===== config.mk =====
export PLATFORM = sky130hd
export DESIGN_NAME = context_store
export DESIGN_NICKNAME = d
export VERILOG_FILES = /design/src/rtl/context_store_pkg.sv /design/src/rtl/context_store_ram.sv /design/src/rtl/context_store.sv
export SDC_FILE = /design/constraint.sdc
export NUM_CORES = 2
export LEC_CHECK = 0
export BUFFER_PORTS_ARGS = -buffer_cell sky130_fd_sc_hd__buf_4
export CORE_ASPECT_RATIO = 0.8
export CORE_MARGIN = 2
export CORE_UTILIZATION = 55
export DETAILED_ROUTE_END_ITERATION = 16
export GPL_TIMING_DRIVEN = 1
export PLACE_DENSITY = 0.77
export SETUP_SLACK_MARGIN = 0.15
export SYNTH_ARGS = -nofsm -noshare
export SYNTH_HDL_FRONTEND = slang
export SYNTH_MEMORY_MAX_BITS = 65536
export SYNTH_SLANG_ARGS = --single-unit
export TNS_END_PERCENT = 1

===== constraint.sdc =====
create_clock -name CLK -period 8.8 [get_ports CLK]
set_clock_uncertainty 0.1 [all_clocks]
set_input_delay 0.44 -clock CLK [delete_from_list [all_inputs] [get_ports CLK]]
set_output_delay 0.44 -clock CLK [all_outputs]
set_load 0.01 [all_outputs]

===== src/rtl/context_store_pkg.sv =====
// Shared FSM state type and width helpers for the context save/restore engine.
package context_store_pkg;

  typedef enum logic [1:0] {IDLE, SAVE, RESTORE, FINISH} state_t;

  // Width of an index over n items, never narrower than one bit.
  function automatic int idx_width(input int n);
    return (n <= 1) ? 1 : $clog2(n);
  endfunction

  localparam int DEFAULT_NUM_REGS = 32;
  localparam int DEFAULT_NUM_CTX  = 4;
  localparam int DEFAULT_IDX_W    = idx_width(DEFAULT_NUM_REGS);
  localparam int DEFAULT_CTX_W    = idx_width(DEFAULT_NUM_CTX);

endpackage


===== src/rtl/context_store_ram.sv =====
// Context slot storage: one synchronous write port, two combinational read ports
// (register word and stored PC word).
module ctx_ram #(
  parameter int XLEN   = 32,
  parameter int DEPTH  = 132,
  parameter int ADDR_W = 8
) (
  input  logic              CLK,
  input  logic              we,
  input  logic [ADDR_W-1:0] waddr,
  input  logic [XLEN-1:0]   wdata,
  input  logic [ADDR_W-1:0] raddr,
  output logic [XLEN-1:0]   rdata,
  input  logic [ADDR_W-1:0] pc_raddr,
  output logic [XLEN-1:0]   pc_rdata
);

  logic [XLEN-1:0] mem [0:DEPTH-1];

  always_ff @(posedge CLK) begin
    if (we) mem[waddr] <= wdata;
  end

  assign rdata    = mem[raddr];
  assign pc_rdata = mem[pc_raddr];

endmodule


===== src/rtl/context_store.sv =====
// Saves the register file plus PC into one of NUM_CTX slots, or restores a slot
// back into the register file, one register per cycle.
module context_store
  import context_store_pkg::*;
#(
  parameter int XLEN     = 32,
  parameter int NUM_REGS = 32,
  parameter int NUM_CTX  = 4
) (
  input  logic                          CLK,
  input  logic                          RESET,
  input  logic                          SAVE_REQ,
  input  logic                          RESTORE_REQ,
  input  logic [idx_width(NUM_CTX)-1:0] CTX_ID,
  input  logic [XLEN-1:0]               PC_IN,
  input  logic [XLEN-1:0]               RF_RDATA,
  output logic [idx_width(NUM_REGS)-1:0] RF_IDX,
  output logic                          RF_WE,
  output logic [XLEN-1:0]               RF_WDATA,
  output logic [XLEN-1:0]               PC_OUT,
  output logic                          BUSY,
  output logic                          DONE,
  output logic                          ERR,
  output logic [NUM_CTX-1:0]            CTX_VALID
);

  localparam int IDX_W      = idx_width(NUM_REGS);
  localparam int CTX_W      = idx_width(NUM_CTX);
  localparam int SLOT_WORDS = NUM_REGS + 1;
  localparam int DEPTH      = NUM_CTX * SLOT_WORDS;
  localparam int ADDR_W     = idx_width(DEPTH);
  localparam logic [IDX_W-1:0] LAST_IDX = IDX_W'(NUM_REGS - 1);

  state_t             state_reg, state_next;
  logic [IDX_W-1:0]   idx_reg, idx_next;
  logic [CTX_W-1:0]   ctx_reg, ctx_next;
  logic [XLEN-1:0]    pc_reg, pc_next;
  logic [XLEN-1:0]    pc_out_reg, pc_out_next;
  logic [NUM_CTX-1:0] valid_reg, valid_next;
  logic               err_reg, err_next;
  logic               save_op_reg, save_op_next;

  logic               id_in_range, id_valid;
  logic               ram_we;
  logic [ADDR_W-1:0]  ram_waddr, reg_addr, pc_addr;
  logic [XLEN-1:0]    ram_wdata, reg_rdata, pc_rdata;

  // Each slot holds NUM_REGS register words followed by the PC word.
  assign reg_addr = ADDR_W'(32'(ctx_reg) * SLOT_WORDS + 32'(idx_reg));
  assign pc_addr  = ADDR_W'(32'(ctx_reg) * SLOT_WORDS + NUM_REGS);

  // The PC word is written during FINISH, after the last register word.
  assign ram_we    = (state_reg == SAVE) || ((state_reg == FINISH) && save_op_reg);
  assign ram_waddr = (state_reg == SAVE) ? reg_addr : pc_addr;
  assign ram_wdata = (state_reg == SAVE) ? RF_RDATA : pc_reg;

  ctx_ram #(
    .XLEN   (XLEN),
    .DEPTH  (DEPTH),
    .ADDR_W (ADDR_W)
  ) u_ram (
    .CLK      (CLK),
    .we       (ram_we),
    .waddr    (ram_waddr),
    .wdata    (ram_wdata),
    .raddr    (reg_addr),
    .rdata    (reg_rdata),
    .pc_raddr (pc_addr),
    .pc_rdata (pc_rdata)
  );

  always_comb begin
    id_in_range = 32'(CTX_ID) < NUM_CTX;
    id_valid    = 1'b0;
    for (int c = 0; c < NUM_CTX; c++) begin
      if ((32'(CTX_ID) == c) && valid_reg[c]) id_valid = 1'b1;
    end
  end

  always_comb begin
    state_next   = state_reg;
    idx_next     = idx_reg;
    ctx_next     = ctx_reg;
    pc_next      = pc_reg;
    pc_out_next  = pc_out_reg;
    valid_next   = valid_reg;
    err_next     = 1'b0;
    save_op_next = save_op_reg;
    case (state_reg)
      IDLE: begin
        if (SAVE_REQ) begin
          if (id_in_range) begin
            state_next   = SAVE;
            idx_next     = '0;
            ctx_next     = CTX_ID;
            pc_next      = PC_IN;
            save_op_next = 1'b1;
            for (int c = 0; c < NUM_CTX; c++) begin
              if (32'(CTX_ID) == c) valid_next[c] = 1'b0;
            end
          end else begin
            err_next = 1'b1;
          end
        end else if (RESTORE_REQ) begin
          if (id_valid) begin
            state_next   = RESTORE;
            idx_next     = '0;
            ctx_next     = CTX_ID;
            save_op_next = 1'b0;
          end else begin
            err_next = 1'b1;
          end
        end
      end
      SAVE, RESTORE: begin
        if (idx_reg == LAST_IDX) begin
          state_next = FINISH;
          if (state_reg == RESTORE) pc_out_next = pc_rdata;
        end else begin
          idx_next = idx_reg + IDX_W'(1);
        end
      end
      FINISH: begin
        state_next = IDLE;
        if (save_op_reg) begin
          for (int c = 0; c < NUM_CTX; c++) begin
            if (32'(ctx_reg) == c) valid_next[c] = 1'b1;
          end
        end
      end
      default: state_next = IDLE;
    endcase
  end

  always_ff @(posedge CLK or negedge RESET) begin
    if (!RESET) begin
      state_reg   <= IDLE;
      idx_reg     <= '0;
      ctx_reg     <= '0;
      pc_reg      <= '0;
      pc_out_reg  <= '0;
      valid_reg   <= '0;
      err_reg     <= 1'b0;
      save_op_reg <= 1'b0;
    end else begin
      state_reg   <= state_next;
      idx_reg     <= idx_next;
      ctx_reg     <= ctx_next;
      pc_reg      <= pc_next;
      pc_out_reg  <= pc_out_next;
      valid_reg   <= valid_next;
      err_reg     <= err_next;
      save_op_reg <= save_op_next;
    end
  end

  assign BUSY      = (state_reg == SAVE) || (state_reg == RESTORE);
  assign DONE      = (state_reg == FINISH);
  assign ERR       = err_reg;
  assign RF_IDX    = BUSY ? idx_reg : '0;
  // x0 is hard-wired zero in the register file, so it is never written back.
  assign RF_WE     = (state_reg == RESTORE) && (idx_reg != '0);
  assign RF_WDATA  = (state_reg == RESTORE) ? reg_rdata : '0;
  assign PC_OUT    = pc_out_reg;
  assign CTX_VALID = valid_reg;

endmodule


# After elaboration in Yosys (flattened, before gate mapping)
# Memories as Yosys holds them, arrays and structs flattened. A register that Yosys moved wholly into a read port is not among the register bits.
# Index checks and enable logic that the tools add are counted.
# Widths: inputs -> output; s select.
# op_classes
n_addsub	3
multipliers	1
div_mod_pow	0
order_cmp	0
eq_ne	24
shifts	0
n_mux	41
bitwise_logic	0
n_reduce_logical	27
# op_table
cell	n
$mux 32	2
$mux 5	5
$mux 1	21
$reduce_and 5->1	4
$mux 2	7
$ne 2x2->1 const B	7
$eq 2x2->1 const B	6
$ne 2x1->1 const B	5
$pmux 5 s2	1
$reduce_and 3->1	3
$add 8x5->8	1
$add 8x6->8 const B	1
$mul 2x6->8 const B	1
$mux 4	2
$mux 8	1
$pmux 4 s2	1
$reduce_bool 2->1	4
$eq 2x1->1 const B	3
$logic_and 1x1->1	6
$logic_not 2->1	3
$ne 3x3->1 const B	2
$pmux 2 s3	1
$add 5x1->5 const B	1
$eq 5x5->1 const B	1
other kinds (6)	7
# word_totals
reg_bits	47
latch_bits	0
mem_bits_rw	4224
romBits	0
in_bits	70
output_inout_bits	77
wordCells	107
n_memories	1
# memory_table
memory	depth	word_bits	rd	rd_ports_with_merged_regs	wr	line	rtl
u_ram.mem	132	32	2	1	1	context_store_ram.sv:18	logic [XLEN-1:0] mem [0:DEPTH-1];

# Longest topological paths before layout
# depth
depth_word	10
depth_mapped	14
depth_no_buf	10

# Hierarchy
# Synthesis repeated with hierarchy kept, for this count alone.
# unflattened
cells_unflattened	9794
area_unflattened_um2	200038.1
# by_module_without_submodules
module	n_inst	cells_per_inst	area_each_um2	seq_area_each_um2
ctx_ram	1	9457	195900.4	126841.7
context_store	1	337	4137.7	1976.9

# Worst setup path after synthesis
# OpenSTA, ideal clock, no wires.
# synth_path
path_type	register to register
from	reg ctx_reg[1]
to	mem u_ram.mem[100][0], enable pin
setup_ns	0.421
arrival_time_ns	4.502
t_required_ns	8.279
path_slack_ns	3.777
stages_incl_launch_ff	13
n_path_buf	6
synth_period_minus_slack_ns	5.023
path_cell_list	dfrtp_1 -> buf_2 -> buf_1 -> inv_1 -> fa_1 -> buf_4 -> buf_4 -> buf_2 -> buf_1 -> nor2b_1 -> a32o_1 -> nand4_1 -> nor2_1
# synth_via
elab_chain_len	3
elab_cells_between_ends	4
classes_between	add/sub (2); mul (1); mux (1)
# synth_lines
element	line	rtl
start: declaration	context_store.sv:36	logic [CTX_W-1:0] ctx_reg, ctx_next;
start signal: assignment	context_store.sv:148	ctx_reg <= ctx_next;
$mul 2x6->8 (*)	context_store.sv:49, context_store.sv:50	
$add 8x6->8 or $add 8x5->8 (tied branches)	context_store.sv:50, context_store.sv:49	
$mux 8 (*)	context_store.sv:54	assign ram_waddr = (state_reg == SAVE) ? reg_addr : pc_addr;
end: declaration	context_store_ram.sv:18	
# Every way passes the cells marked *; elsewhere a longest branch is shown, timed or not.

# Worst setup path in the final report
# layout_path
from	reg ctx_reg[0]
to	out RF_WDATA[13]
# layout_via
elab_chain_len	4
# layout_lines
element	line	rtl
$mul 2x6->8	context_store.sv:49	assign reg_addr = ADDR_W'(32'(ctx_reg) * SLOT_WORDS + 32'(idx_reg));
$add 8x5->8	context_store.sv:49	
$mem_v2 132x32	--	
$mux 32	context_store.sv:163	assign RF_WDATA = (state_reg == RESTORE) ? reg_rdata : '0;
end: declaration	context_store.sv:19	output logic [XLEN-1:0] RF_WDATA,
# No other way between the ends.

==> summary.md <==
| Metric | Value |
|---|---|
| Kind of capture point of the worst setup path | output port |
| TritonCTS clock tree | built |
| Net count of the mapped netlist | 7,639 |
| Unrepaired setup endpoints after global routing | no |
| FF-to-FF Start | ctx_reg[0] |
| Number of hold violations in the final report | 0 |
| Post-Route Utilization | 62.19% |
| Share of post-route cells with drive strength above 1 | 29.69% |
| Number of nets in the layout | 8,059 |
| Detailed-routing iteration count for the pre-antenna-repair pass | 6 |
| Worst-path maximum fanout | 61 |
| Startpoint type of the worst setup path | flip-flop |
| Critical path class | flip-flop to output port |
| Longest individual stage delay on the worst path | 1510 ps |
| Filler Cells Inserted | 19,190 |
| Required time of the critical path | 8260 ps |
| Transition time at the pin with the least slew margin | 1574 ps |
| Post-cts sizing count | 0 |
| Initial core utilization | 55.32% |
| Number of buffers inserted by port buffering | 146 |
| Timing startpoint of the critical path | ctx_reg[0] |
| Worst-path cell chain | ha_4, inv_1, fa_4, buf_12, buf_4, mux4_2, mux2i_1, a32oi_1, a21oi_1, o211ai_1, buf_4 |
| Initial detailed-routing violation count | 18,430 |
| Ranking of synthesized cells by area | sky130_fd_sc_hd__edfxtp_1 (75%), sky130_fd_sc_hd__mux4_2 (17%), sky130_fd_sc_hd__nand2_1 (1.3%), sky130_fd_sc_hd__dfrtp_1 (1.2%), sky130_fd_sc_hd__mux2i_1 (0.84%) |
| Maximum number of pins on one net before global-route repair | 147 |
| Headroom to the max-slew limit | -5.416% |
| Sequential cell area | 128,800 um^2 |
| GRT Resource Usage Total | 32.64% |
| TritonCTS Buffers | 402 |
| Max capacitance violation total | 2 |
| Cell type of the slowest stage on the worst timing path | sky130_fd_sc_hd__fa_4 |
| Post-Place Setup Slack | 2136 ps |
| Minimum clock period after layout | 8352 ps |
| Largest register FFs | 4,224 |
| Root cell of the clock tree | sky130_fd_sc_hd__clkbuf_16 |
| Most frequently used cell type in the post-synthesis netlist | sky130_fd_sc_hd__edfxtp_1 |
| Leading register cell type out of synthesis | sky130_fd_sc_hd__edfxtp_1 |
| Cell type with the largest total area after synthesis | sky130_fd_sc_hd__edfxtp_1 |
| Sequential area share after synthesis | 76.50% |
| Wire length of the first global-routing pass | 701,500 um |
| Violations in the final reports | max-capacitance violations, max-slew violations |
| Final GP Congestion | 0.9144 |
| Mean instance size in the synthesized netlist | 22.29 um^2 |
| Hold buffer count at cts | 41 |
| H-tree level count | 5 |
| Number of vias per cell | 7.286 |
| Post-DP HPWL | 274,600 um |
| Global route overflow | 0 |
| Most used standard cells in the synthesized netlist | sky130_fd_sc_hd__edfxtp_1 (4,224), sky130_fd_sc_hd__mux4_2 (1,249), sky130_fd_sc_hd__nand2_1 (584), sky130_fd_sc_hd__nor2_1 (180), sky130_fd_sc_hd__clkbuf_1 (163) |
| Final Routed Wirelength | 508,400 um |
| Result of the run | finished, violations left |
| ANT nets after route | 0 |
| Post-CTS setup buffer count | 0 |
| WL/cell | 41.20 um |
| Worst-case setup margin in the final layout | 448.1 ps |
| Async set-or-reset flop fraction in the synthesized netlist | 1.836% |
| Final cycle utilization of the critical path | 94.91% |
| Final-layout worst hold slack | 72.82 ps |
| Remaining design rule violation count | 0 |
| Area of the multi-input gates | 38,450 um^2 |
| Row Count | 181 |
| Worst path arrival time | 7810 ps |
| Core area | 304,400 um^2 |
| Boundary pin count | 147 |
| Mapped cell area | 168,400 um^2 |
| Yosys reg bits | 4,303 |
| Number of flops mapped to enable cells by yosys | 4,224 |
| Die Y | 498.9 um |
| Total via count in the routed design | 89,910 |
| Maximum clock frequency | 119.7 MHz |
| Number of library cell types mapped by synthesis | 62 |
| Die span in x | 622.6 um |
| Area fraction of the dominant cell type after synthesis | 75.33% |
| Overall die area | 310,600 um^2 |
| Antenna violations before repair | 37 |
| Slew Viols, Final | 4 |
| Clock latency at the later pin of the worst-skew pair | 940 ps |
| Total negative slack for setup checks | 0 ps |
| Clock sinks | 4,303 |
| Synth-to-layout area growth | 12.42% |
| Warnings, synthesis | 0 |
| Via count of the first global-routing pass | 87,290 |
| Maximum clock insertion buffer count | 4 |
| Worst hold path startpoint | RF_RDATA[28] |
| HP Class | input port to flip-flop |
| Cells after Synth | 7,555 |
| Clk pin slew, worst setup/hold paths | 60 ps |
| Crit-path most repeated cell | sky130_fd_sc_hd__buf_4 |
| Final setup viols | 0 |
## metrics by stage
| step | cell area (um^2) | std cells |
|---|---|---|
| floorplan | 168400 | 7555 |
| detailed placement | 175900 | 11560 |
| finish | 189300 | 12340 |
| global route | 189300 | 12320 |
| global placement | 175900 | 11560 |
| CTS | 189200 | 12320 |
## metal layers
layer	vias up	global-route usage (%)	share of wire (%)
li1	32770	-	-
met1	46590	43.62	33
met2	9142	46.69	44
met3	1378	14.16	18
met4	24	15.07	5.7
met5	-	0	0.028
## layout make-up
type | count | share of cell area (%)
Sequential cell | 4303 | 68.05
Multi-Input combinational cell | 2793 | 20.31
Clock buffer | 499 | 5.639
Tap cell | 4026 | 2.661
Timing Repair Buffer | 464 | 2.087
Clock inverter | 223 | 1.201
Antenna cell | 21 | 0.02776
Inverter | 11 | 0.02181
## final timing paths
check                      cells past startpoint  slack (ps)                  to
max in group asynchronous                      4        7290          ctx_reg[1]
hold / removal                                 2          70  u_ram.mem[131][28]
min in group asynchronous                      4         510          pc_reg[31]
setup reg to reg                              10        1910    u_ram.mem[81][1]
hold reg to reg                                2         390         save_op_reg
setup / recovery                              11         450        RF_WDATA[13]
## placed cells by master, fill, tap and decap left out, types with 34 or more instances in the layout
cell type and n:
sky130_fd_sc_hd__dfrtp_1 77, sky130_fd_sc_hd__buf_4 394, sky130_fd_sc_hd__o21ai_0 38, sky130_fd_sc_hd__mux2i_1 142, sky130_fd_sc_hd__nand3_1 122, sky130_fd_sc_hd__nor2_1 46
sky130_fd_sc_hd__dlygate4sd3_1 40, sky130_fd_sc_hd__a21oi_1 82, sky130_fd_sc_hd__clkbuf_1 82, sky130_fd_sc_hd__a32oi_1 96, sky130_fd_sc_hd__clkbuf_16 411, sky130_fd_sc_hd__clkinv_1 81
sky130_fd_sc_hd__nand2_1 584, sky130_fd_sc_hd__mux2_2 34, sky130_fd_sc_hd__bufinv_16 42, sky130_fd_sc_hd__clkinv_2 74, sky130_fd_sc_hd__o211ai_1 34, sky130_fd_sc_hd__a31oi_1 35
sky130_fd_sc_hd__mux4_2 1249, sky130_fd_sc_hd__nor2_4 133, sky130_fd_sc_hd__edfxtp_1 4224
## cell families (layout without fill, tap and decap cells)
family / count (synthesis) / in the layout / synth area share (%)
other: 0 / 21 / 0
adders and majority gates: 14 / 14 / 0.1085
AOI/OAI and AO/OA: 376 / 376 / 1.616
buffers and inverters: 459 / 1197 / 1.412
xor gates and xnor gates: 8 / 8 / 0.08397
DFF: 4303 / 4303 / 76.50
muxes: 1458 / 1458 / 18.00
and+or+nand+nor: 937 / 937 / 2.277
## worst max-delay path: cells and delay by family, from the launching register on
family,cells,cell delay [ps]
buffers and inverters,4,1560
AOI/OAI and AO/OA,3,2040
adders and majority gates,2,1720
muxes,2,770
DFF,1,720
Power is not shown: default switching activity piles up to over one toggle a cycle in this logic, so the estimate is an artifact.
